`src/rtl/mx_mac_seq.sv`:
```
// ---------------------------------------------------------------------------
// mx_mac_seq
//
// Job sequencer for a single MX_MAC accumulator. A command names how many
// operand blocks make up one dot product. The sequencer clears the MAC
// accumulator, lets exactly that many operand beats through to the MAC,
// waits for the MAC's one-cycle accumulate latency, and then captures the
// accumulated mantissa/exponent/sign. The captured value is returned on a
// valid/ready result port.
//
// Operand data never passes through this block. Only the handshakes, the
// beat gating (mac_zero_o), the job modes and the shared-exponent routing do.
//
// Ports
//   clk_i, rst_i               clock, synchronous active-high reset
//   cmd_valid_i/cmd_ready_o    job request handshake
//   cmd_len_i                  number of operand blocks (0 allowed)
//   cmd_prec_mode_i            0=8b, 1=4b, 2=2b
//   cmd_fp_mode_i              FP mode for the job
//   op_valid_i/op_ready_o      operand beat handshake at the MAC inputs
//   shared_exps0_i/1_i         A/B shared exponents of the current beat
//   mac_rstn_o                 registered, active-low accumulator clear
//   mac_zero_o                 forces MAC mantissas/signs to zero
//   mac_prec_mode_o/fp_mode_o  job modes latched at command accept
//   mac_shared_exps0_o/1_o     shared exponents routed to the MAC
//   mac_mant_i/exp_i/sign_i    MAC accumulator outputs
//   res_valid_o/res_ready_i    result handshake
//   res_mant_o/exp_o/sign_o    captured result
//   busy_o                     high whenever a job is in flight
//   blk_cnt_o                  beats accepted in the current job
// ---------------------------------------------------------------------------
module mx_mac_seq #(
    parameter int M_out_width = 23,
    parameter int LEN_W       = 8
) (
    input  logic                   clk_i,
    input  logic                   rst_i,

    input  logic                   cmd_valid_i,
    output logic                   cmd_ready_o,
    input  logic [LEN_W-1:0]       cmd_len_i,
    input  logic [1:0]             cmd_prec_mode_i,
    input  logic [1:0]             cmd_fp_mode_i,

    input  logic                   op_valid_i,
    output logic                   op_ready_o,
    input  logic [7:0]             shared_exps0_i,
    input  logic [7:0]             shared_exps1_i,

    output logic                   mac_rstn_o,
    output logic                   mac_zero_o,
    output logic [1:0]             mac_prec_mode_o,
    output logic [1:0]             mac_fp_mode_o,
    output logic [7:0]             mac_shared_exps0_o,
    output logic [7:0]             mac_shared_exps1_o,
    input  logic [M_out_width-1:0] mac_mant_i,
    input  logic [7:0]             mac_exp_i,
    input  logic                   mac_sign_i,

    output logic                   res_valid_o,
    input  logic                   res_ready_i,
    output logic [M_out_width-1:0] res_mant_o,
    output logic [7:0]             res_exp_o,
    output logic                   res_sign_o,

    output logic                   busy_o,
    output logic [LEN_W-1:0]       blk_cnt_o
);

    typedef enum logic [2:0] {
        IDLE,
        CLEAR,
        RUN,
        DRAIN,
        DONE
    } state_e;

    // An unaccepted beat still reaches the MAC as a zero product. Using an
    // exponent of 127 makes that product add no exponent bias.
    localparam logic [7:0] NeutralExp = 8'd127;

    state_e                 state_q, state_d;
    logic [LEN_W-1:0]       len_q, len_d;
    logic [LEN_W-1:0]       blkCnt_q, blkCnt_d;
    logic [1:0]             prec_q, prec_d;
    logic [1:0]             fp_q, fp_d;
    logic                   macRstn_q, macRstn_d;
    logic                   resValid_q, resValid_d;
    logic [M_out_width-1:0] resMant_q, resMant_d;
    logic [7:0]             resExp_q, resExp_d;
    logic                   resSign_q, resSign_d;

    logic                   beatAccept;
    logic [LEN_W-1:0]       blkCntInc;

    // A beat is consumed only while RUN offers ready. RUN is left on the
    // beat that reaches len, so at most len beats are ever taken.
    assign beatAccept = (state_q == RUN) && op_valid_i;
    assign blkCntInc  = blkCnt_q + LEN_W'(1);

    // Next-state and next-output logic for the job sequence. The
    // accumulator clear is requested one cycle early, so the registered
    // mac_rstn_o is low exactly during CLEAR. The result is captured in DRAIN,
    // which is the first cycle in which the MAC output includes the last beat.
    always_comb begin
        state_d    = state_q;
        len_d      = len_q;
        blkCnt_d   = blkCnt_q;
        prec_d     = prec_q;
        fp_d       = fp_q;
        macRstn_d  = 1'b1;
        resValid_d = resValid_q;
        resMant_d  = resMant_q;
        resExp_d   = resExp_q;
        resSign_d  = resSign_q;

        case (state_q)
            IDLE: begin
                if (cmd_valid_i) begin
                    len_d     = cmd_len_i;
                    prec_d    = cmd_prec_mode_i;
                    fp_d      = cmd_fp_mode_i;
                    blkCnt_d  = '0;
                    macRstn_d = 1'b0;
                    state_d   = CLEAR;
                end
            end
            CLEAR: begin
                state_d = (len_q != '0) ? RUN : DRAIN;
            end
            RUN: begin
                if (beatAccept) begin
                    blkCnt_d = blkCntInc;
                    if (blkCntInc == len_q) begin
                        state_d = DRAIN;
                    end
                end
            end
            DRAIN: begin
                resMant_d  = mac_mant_i;
                resExp_d   = mac_exp_i;
                resSign_d  = mac_sign_i;
                resValid_d = 1'b1;
                state_d    = DONE;
            end
            DONE: begin
                if (res_ready_i) begin
                    resValid_d = 1'b0;
                    state_d    = IDLE;
                end
            end
            default: begin
                state_d = IDLE;
            end
        endcase
    end

    // State and registered outputs. A reset abandons any job in flight.
    // It also drops mac_rstn_o, so the MAC accumulator is cleared as well.
    always_ff @(posedge clk_i) begin
        if (rst_i) begin
            state_q    <= IDLE;
            len_q      <= '0;
            blkCnt_q   <= '0;
            prec_q     <= '0;
            fp_q       <= '0;
            macRstn_q  <= 1'b0;
            resValid_q <= 1'b0;
            resMant_q  <= '0;
            resExp_q   <= '0;
            resSign_q  <= 1'b0;
        end else begin
            state_q    <= state_d;
            len_q      <= len_d;
            blkCnt_q   <= blkCnt_d;
            prec_q     <= prec_d;
            fp_q       <= fp_d;
            macRstn_q  <= macRstn_d;
            resValid_q <= resValid_d;
            resMant_q  <= resMant_d;
            resExp_q   <= resExp_d;
            resSign_q  <= resSign_d;
        end
    end

    assign cmd_ready_o        = (state_q == IDLE);
    assign op_ready_o         = (state_q == RUN);
    assign busy_o             = (state_q != IDLE);
    assign mac_zero_o         = ~beatAccept;
    assign mac_shared_exps0_o = beatAccept ? shared_exps0_i : NeutralExp;
    assign mac_shared_exps1_o = beatAccept ? shared_exps1_i : NeutralExp;

    assign mac_rstn_o      = macRstn_q;
    assign mac_prec_mode_o = prec_q;
    assign mac_fp_mode_o   = fp_q;
    assign res_valid_o     = resValid_q;
    assign res_mant_o      = resMant_q;
    assign res_exp_o       = resExp_q;
    assign res_sign_o      = resSign_q;
    assign blk_cnt_o       = blkCnt_q;

endmodule
```
`config.mk`:
```
export PLATFORM = sky130hd
export DESIGN_NAME = mx_mac_seq
export DESIGN_NICKNAME = d
export VERILOG_FILES = /design/src/rtl/mx_mac_seq.sv
export SDC_FILE = /design/constraint.sdc
export NUM_CORES = 1
export LEC_CHECK = 0
export CAP_MARGIN = 20
export CORE_MARGIN = 3
export CORE_UTILIZATION = 36
export DETAILED_ROUTE_END_ITERATION = 16
export GPL_ROUTABILITY_DRIVEN = 0
export GPL_TIMING_DRIVEN = 0
export PLACE_DENSITY = 0.86
export SLEW_MARGIN = 10
export SYNTH_ARGS = -nofsm -noshare
export SYNTH_HDL_FRONTEND = slang
export SYNTH_SLANG_ARGS = --single-unit
```
`constraint.sdc`:
```
create_clock -name clk_i -period 1.6 [get_ports clk_i]
set_input_delay 0.32 -clock clk_i [delete_from_list [all_inputs] [get_ports clk_i]]
set_output_delay 0.32 -clock clk_i [all_outputs]
set_load 0.02 [all_outputs]
```
==> flow_summary.toml, run 1 <==
[timing]
fmaxAchievable_ghz = 0.526
max_slew_margin_pct = 66.1
hold_ws_ns = 0.450
finalCritPeriodShare_pct = 119
layout_min_cycle_time_ns = 1.90
final.setup.worst_slack_ns = -0.303
hold_violations = 0
setup_viol = 20
worst_pin_slew_ns = 0.509
rsz0062_at_grt = "true"
maxSlewViolCount = 0
fin_setup_tns_ns = -4.14
finalClockSkew_ns = 0.00789

[setup_path]
path_class = "reg -> out"
cp-start-kind = "register"
worst_setup_path_end_kind = "output port"
arrival_ns = 1.58
crit_fanout = 5
cp.required_ns = 1.28

[global_route]
grt_pass1_vias = 2829
antenna_found_initial = 0
gr-total-overflow = 0
met1_usage_pct = 22.3
top_usage_layer = "met2"
grtUsageMet3_pct = 5.51
grt_util_all_layers_pct = 20.8
grt_pass1_wl_mm = 13.7
grt_max_degree = 11
grt_use_met2_pct = 37.2

[clocking]
clock_latency_ns = 0.34
cts_buffers = 9
clock_sinks = 57
clock_path_buffers = 2
cts_tree = "built"
root_buffer = "clkbuf_8"
path_clk_slew_ns = 0.07
htree_levels = 3

[logic_synthesis]
syn_nets = 383
yosysTopAreaCellShare_pct = 45.2
yosysTopAreaCell = "dfxtp_1"
ys_ff_latch = 57
synthTopCellsByArea = "dfxtp_1 (45%), nand2_1 (14%), a21oi_1 (11%)"
ys_seq_area_share_pct = 45.2
synth_area_um2 = 2520
yosysWarningCount = 0
synth.avg_cell_area_um2 = 7.96
synth_cell_types = 39
synth_cells = 317

[routing]
totalWireLength_mm = 9.03
vias = 2926
drt_iter0_drc = 159
post_drt_wl_per_cell_um = 15.7
vias_per_cell = 5.08
dr.pass1.iters = 5
drc = 0
antenna_left = 0

[placed_design]
port_buffers = 130
dp_cells = 540
pre_cts_ws_ns = -0.879
hpwl_mm = 5.85

[floorplanning]
chipWidth_um = 89.7
die_h_um = 89.7
core-area_um2 = 6570
floorplan.initialDensity_pct = 38.4
num_rows = 29
dieArea_um2 = 8050
pin_count = 131

[cells_and_area]
syn2layout_area_growth_pct = 75.6
antenna_cells = 0
final_net_count = 544
layout-drive-gt1-share_pct = 22.8
fin_util_pct = 67.5
final_cells = 576

[min_path]
hp-class = "reg -> reg"

[run_status]
status = "finished, violations left"
failed_checks = "negative setup slack"

[power_and_ir_drop]
peakVddDrop_v = 0.000661
power.density_nw_per_um2 = 1270
p_leak_nw = 1.91

[job]
cap_viol_max_count = 0
[metal layers]
| metal | wire length (um) | part of all wire [%] |
|---|---|---|
| met5 | 0 | 0 |
| met4 | 362 | 4.0 |
| met2 | 4580 | 51 |
| met3 | 668 | 7.4 |
| met1 | 3420 | 38 |
[where the power goes]
part | total (mW) | internal [mW] | switching [mW]
registers | 1.76 | 1.61 | 0.142
logic | 2.48 | 1.21 | 1.27
clock network | 1.39 | 0.804 | 0.590
[critical path: stages (launching register included)]
cell and delay, ns:
dfxtp_4 0.34, and4bb_4 0.40, buf_8 0.12, or2b_4 0.26, buf_6 0.13
[path summary, 6_finish.rpt]
path,startpoint,to,slack [ns],cells past startpoint
max,state_q[0]$_SDFFE_PP0P_,mac_shared_exps0_o[2],-0.30,4
min,res_mant_o[13]$_SDFFE_PP0P_,res_mant_o[13]$_SDFFE_PP0P_,0.45,2
max reg2reg,blk_cnt_o[2]$_SDFFE_PP0P_,state_q[0]$_SDFFE_PP0P_,-0.03,6
min reg2reg,res_mant_o[13]$_SDFFE_PP0P_,res_mant_o[13]$_SDFFE_PP0P_,0.45,2
[registers in the layout, summed over array words and instances, names as in the netlist, 2 cells and up]
signal           cells
res_mant_o          23
blk_cnt_o            8
len_q                8
res_exp_o            8
state_q              3
mac_fp_mode_o        2
mac_prec_mode_o      2
[layout make-up]
type | instances | area (um^2)
multi-input cells | 236 | 1370
plain buffers | 19 | 133
fillers | 525 | 2140
repair buffers | 153 | 1430
clock buffers | 12 | 155
inverters | 2 | 10.0
flip-flops and latches | 57 | 1170
well taps | 93 | 116
clock inverters | 4 | 51.3
[synth_stat cells]
cell and count:
a21o_1 2, a21oi_1 55, a22oi_1 1, and2_1 4
and3_1 1, and4_1 2, and4bb_4 1, buf_2 5
buf_4 4, buf_6 2, clkbuf_1 11, dfxtp_1 57
ha_1 1, inv_1 1, inv_4 1, mux2_2 1
mux2i_1 1, nand2_1 91, nand2b_1 8, nand3_1 3
nand3b_1 2, nand4_1 2, nand4_4 1, nor2_1 12
nor2b_1 3, nor3_1 6, nor3b_1 2, nor4_1 3
nor4b_1 1, nor4b_4 1, o2111ai_1 1, o21ai_0 6
o311ai_0 1, o41ai_1 2, or2b_1 6, or3_1 4
or4b_2 1, xnor2_1 7, xor2_1 4
[repair_timing]
| action | CTS | global route |
|---|---|---|
| setup endpoints to repair | 71 | 68 |
| gates cloned | 1 | 0 |
| hold buffers | 0 | 0 |
| buffers inserted | 18 | 6 |
| gates resized for setup | 168 | 44 |
| hold endpoints to repair | 0 | 0 |
| pin swaps | 3 | 8 |
[layout by cell type (no fill, tap or decap), types with 3 or more instances in the layout]
cell              n
dfxtp_1          49
clkbuf_2          6
clkbuf_8         12
nor4_1            3
nor2_1           11
or3_1             3
nand2b_1          6
clkbuf_1          3
o21ai_0           5
buf_2             8
xnor2_1           7
buf_6            18
buf_4            23
a21oi_1          52
nand3_1           3
xor2_1            3
dlygate4sd2_1    44
nor3_1            6
clkdlybuf4s50_1  64
and2_1            3
or2b_4            6
dfxtp_4           6
a21oi_2           3
nand2_1          91
[cell families after synthesis]
group,after synthesis,share of synthesized area [%]
simple gates,154,30.1
compound gates,68,14.4
flops,57,45.2
buf+inv,24,5.11
xor+xnor,11,3.82
mux,2,0.843
fa+ha+maj,1,0.496
[per-stage QoR]
step           instance area, um^2  power [mW]
6_report                      4430        5.63
5_1_grt                       4430        5.85
4_1_cts                       4290        5.37
3_5_place_dp                  3970        3.73
3_3_place_gp                  3970        3.68
2_1_floorplan                 2550        2.90
Power figures use the tool's default switching activity.
==> inputs of run 2 (changes only) <==
- CORE_UTILIZATION: 36 -> 35
- PLACE_DENSITY: 0.86 -> 0.81
- clock period: 1.6 -> 2.14 ns (I/O delays scaled with it)
==> flow_summary.toml, run 2 (same netlist as run 1, synthesis figures left out) <==
[routing]
vias_per_cell = 4.72
antenna_left = 0
drc = 0
drt_iter0_drc = 140
dr.pass1.iters = 4
post_drt_wl_per_cell_um = 13.9
vias = 2643
totalWireLength_mm = 7.78

[timing]
final.setup.worst_slack_ns = 0.0563
maxSlewViolCount = 0
max_slew_margin_pct = 59.7
fin_setup_tns_ns = 0
hold_violations = 0
layout_min_cycle_time_ns = 2.08
setup_viol = 0
worst_pin_slew_ns = 0.602
finalCritPeriodShare_pct = 97.4
finalClockSkew_ns = 0.00882
hold_ws_ns = 0.457
rsz0062_at_grt = "false"
fmaxAchievable_ghz = 0.480

[global_route]
antenna_found_initial = 0
grt_pass1_wl_mm = 12.8
grt_pass1_vias = 2655
grt_util_all_layers_pct = 19.0
grt_max_degree = 12
gr-total-overflow = 0

[setup_path]
crit_chain = "and4bb_4 -> buf_4 -> inv_4 -> clkdlybuf4s15_1"
cp.required_ns = 1.71
worst_setup_path_end_kind = "output port"
path_class = "reg -> out"
r2r_slack_ns = 0.46
critPathSlowestCell = "dfxtp_2"
crit_fanout = 10
arrival_ns = 1.66
cp-start-kind = "register"
max_stage_delay_ns = 0.45

[placed_design]
pre_cts_ws_ns = -0.671
port_buffers = 130
hpwl_mm = 5.91
place_area_um2 = 3950

[cells_and_area]
largest_reg_flops = 23
final-seq-area_um2 = 1150
layout-drive-gt1-share_pct = 11.2
syn2layout_area_growth_pct = 62.0
final_cell_area_um2 = 4090
fillers = 646
layout_commonest_cell = "clkdlybuf4s50_1"
antenna_cells = 0
final_net_count = 525
multi_input_area_um2 = 1250
final_cell_mix = "clkdlybuf4s50_1 (109), nand2_1 (91), a21oi_1 (55), dfxtp_1 (54)"

[floorplanning]
num_rows = 30
die_h_um = 90.9
floorplan.initialDensity_pct = 36.5
core-area_um2 = 6910
dieArea_um2 = 8270
chipWidth_um = 90.9
pin_count = 131

[clocking]
root_buffer = "clkbuf_8"
ctsHoldBuffers = 0
path_clk_slew_ns = 0.07
htree_levels = 3
cts_buffers = 9
clock_sinks = 57
clock_path_buffers = 2
clock_latency_ns = 0.33
cts_tree = "built"

[run_status]
status = "complete, no violations"

[power_and_ir_drop]
p_leak_nw = 1.48
power.density_nw_per_um2 = 878
peakVddDrop_v = 0.000563

[job]
cap_viol_max_count = 0

[min_path]
hp-class = "reg -> reg"
-- run 2: changes by cell type in the layout (fill, tap and decap cells not counted), sizes merged, moves of 2 or more --
cell,before,now
buf,51,21
clkbuf,23,26
clkdlybuf4s15,0,3
clkdlybuf4s50,64,109
clkinv,2,4
dlygate4sd2,44,4
dlymetal6s2s,2,0
-- run 2: cell type report --
cell class	instances	share of cell area, %
Timing Repair Buffer	133	30.8
Tap cell	96	2.94
Buffer	20	3.15
Clock inverter	6	1.07
Sequential cell	57	28.1
Inverter	2	0.245
Multi-Input combinational cell	236	30.7
Clock buffer	10	3.12
-- run 2: what timing repair did --
action,CTS,global route
pin swaps,1,1
gates cloned,1,0
buffers inserted,1,1
gates resized for setup,65,9
hold endpoints to repair,0,0
setup endpoints to repair,20,12
-- run 2: final timing paths --
check | start | endpoint | cells past startpoint
worst max register to register | blk_cnt_o[0]$_SDFFE_PP0P_ | state_q[0]$_SDFFE_PP0P_ | 5
worst min-delay path | res_mant_o[14]$_SDFFE_PP0P_ | res_mant_o[14]$_SDFFE_PP0P_ | 2
worst max-delay path | state_q[2]$_SDFFE_PP0P_ | mac_zero_o | 4
worst min register to register | res_mant_o[14]$_SDFFE_PP0P_ | res_mant_o[14]$_SDFFE_PP0P_ | 2
-- run 2: per-stage QoR --
| step | cells | power [mW] | util (%) |
|---|---|---|---|
| 3_3_place_gp | 543 | 2.72 | 57.1 |
| 5_1_grt | 560 | 3.80 | 59.2 |
| 2_1_floorplan | 317 | 2.15 | - |
| 3_5_place_dp | 543 | 2.76 | 57.1 |
| 6_report | 560 | 3.59 | 59.2 |
| 4_1_cts | 559 | 3.61 | 59.3 |
-- run 2: report_power, final --
group	switching, mW	internal [mW]
combinational	0.749	0.641
sequential	0.125	1.20
clock	0.449	0.423
total	1.32	2.27
-- run 2: per-layer routing --
metal  global-route usage (%)  up-vias  part of all wire [%]
met2                     34.5       75                    52
met5                        0        -                     0
met1                     21.8     1216                    41
li1                         -     1345                     -
met4                     4.40        0                  0.87
met3                     5.50        7                   6.2
-- run 2: critical path: cells and delay by family (launching register included) --
family / cells / cell delay, ns
simple gates: 1 / 0.29
buf+inv: 3 / 0.58
flops: 1 / 0.45
==> inputs of run 3 (changes only) <==
- clock period: 2.14 -> 2.17 ns (I/O delays scaled with it)
==> flow_summary.toml, run 3 (same netlist as run 1, synthesis figures left out) <==
[setup_path]
worstRegToRegCells = 4
worst_setup_path_end_kind = "output port"
cp-start-kind = "register"
crit_chain = "buf_4 -> and4bb_4 -> clkbuf_8 -> or2b_1 -> buf_4"
crit_fanout = 9
cp_top_family = "simple AND/OR/NAND/NOR gates"
critPathMostFrequentCell = "buf_4"
max_stage_delay_ns = 0.38
arrival_ns = 1.72
path_depth = 5
path_buf_inv = 3
path_class = "reg -> out"
cp.required_ns = 1.74
critPathSlowestCell = "and4bb_4"

[job]
cap_viol_max_count = 0

[min_path]
hp-class = "reg -> reg"
holdPathStages = 2

[timing]
finalCritPeriodShare_pct = 99.2
fmaxAchievable_ghz = 0.465
rsz0062_at_grt = "true"
worst_pin_slew_ns = 0.618
max_slew_margin_pct = 58.8
hold_ws_ns = 0.457
layout_min_cycle_time_ns = 2.15
fin_setup_tns_ns = 0
final.setup.worst_slack_ns = 0.0174
finalClockSkew_ns = 0.00908
hold_violations = 0
setup_viol = 0
maxSlewViolCount = 0

[cells_and_area]
final_cells = 560
largest_reg_flops = 23
final_net_count = 525
fin_util_pct = 59.0
layout_commonest_cell = "clkdlybuf4s50_1"
layout-drive-gt1-share_pct = 11.4
antenna_cells = 0
syn2layout_area_growth_pct = 61.5
final_cell_area_um2 = 4080
final_cell_mix = "clkdlybuf4s50_1 (109), nand2_1 (91), a21oi_1 (55), dfxtp_1 (55)"

[global_route]
gr-total-overflow = 0
grt_util_all_layers_pct = 19.0
grt_pass1_wl_mm = 12.8
antenna_found_initial = 0
grt_max_degree = 12
grt_pass1_vias = 2660

[placed_design]
pre_cts_ws_ns = -0.653
place_area_um2 = 3950
hpwl_mm = 5.91
dp_cells = 543
port_buffers = 130

[run_status]
status = "complete, no violations"

[floorplanning]
die_h_um = 90.9
pin_count = 131
core-area_um2 = 6910
floorplan.initialDensity_pct = 36.5
num_rows = 30
chipWidth_um = 90.9
dieArea_um2 = 8270

[clocking]
clock_path_buffers = 2
clock_sinks = 57
cts_tree = "built"
htree_levels = 3
path_clk_slew_ns = 0.07
ctsHoldBuffers = 0
clock_latency_ns = 0.33
cts_buffers = 9
root_buffer = "clkbuf_8"

[routing]
vias = 2633
drc = 0
post_drt_wl_per_cell_um = 13.9
vias_per_cell = 4.70
drt_iter0_drc = 142
dr.pass1.iters = 4
antenna_left = 0
totalWireLength_mm = 7.79

[power_and_ir_drop]
total_power_mw = 3.54
p_leak_nw = 1.48
peakVddDrop_v = 0.000555
power.density_nw_per_um2 = 868
run 3: cell types whose count changed in the layout (fill, tap and decap cells not counted):
cell,change
clkbuf_2,+2
buf_4,+1
dfxtp_1,+1
dlygate4sd2_1,+1
dfxtp_4,-1
clkdlybuf4s15_1,-3
buf_2,-1
run 3: routing by layer:
| layer | global-route usage [%] | wire length [um] | vias to the layer above |
|---|---|---|---|
| met5 | 0 | 0 | - |
| met4 | 4.40 | 64 | 0 |
| met3 | 5.50 | 427 | 6 |
| met2 | 34.7 | 4040 | 70 |
| met1 | 21.8 | 3250 | 1215 |
| li1 | - | - | 1342 |
run 3: cell type report:
| class | instances | area, um^2 |
|---|---|---|
| flip-flops and latches | 57 | 1140 |
| plain buffers | 21 | 136 |
| multi-input cells | 236 | 1250 |
| well taps | 96 | 120 |
| clock inverters | 6 | 43.8 |
| repair buffers | 132 | 1240 |
| fillers | 650 | 2830 |
| clock buffers | 10 | 128 |
| inverters | 2 | 10.0 |
run 3: worst min-delay path, stage by stage, from the launching register on:
cell and delay (ns):
dfxtp_1 0.31, nand2_1 0.05, a21oi_1 0.05
run 3: timing repair:
item,4_1_cts,5_1_grt
setup endpoints to repair,20,12
resized for setup,68,7
pin swaps,1,0
cloned,1,0
buffers inserted,1,0
run 3: final timing paths:
check / end / from / slack [ns]
min: res_mant_o[14]$_SDFFE_PP0P_ / res_mant_o[14]$_SDFFE_PP0P_ / 0.46
min reg2reg: res_mant_o[14]$_SDFFE_PP0P_ / res_mant_o[14]$_SDFFE_PP0P_ / 0.46
max reg2reg: blk_cnt_o[3]$_SDFFE_PP0P_ / state_q[2]$_SDFFE_PP0P_ / 0.49
max: mac_shared_exps0_o[1] / state_q[0]$_SDFFE_PP0P_ / 0.02
run 3: power breakdown:
group | internal (mW) | switching [mW]
Sequential | 1.18 | 0.101
Clock | 0.417 | 0.441
Combinational | 0.636 | 0.760
Total | 2.23 | 1.30
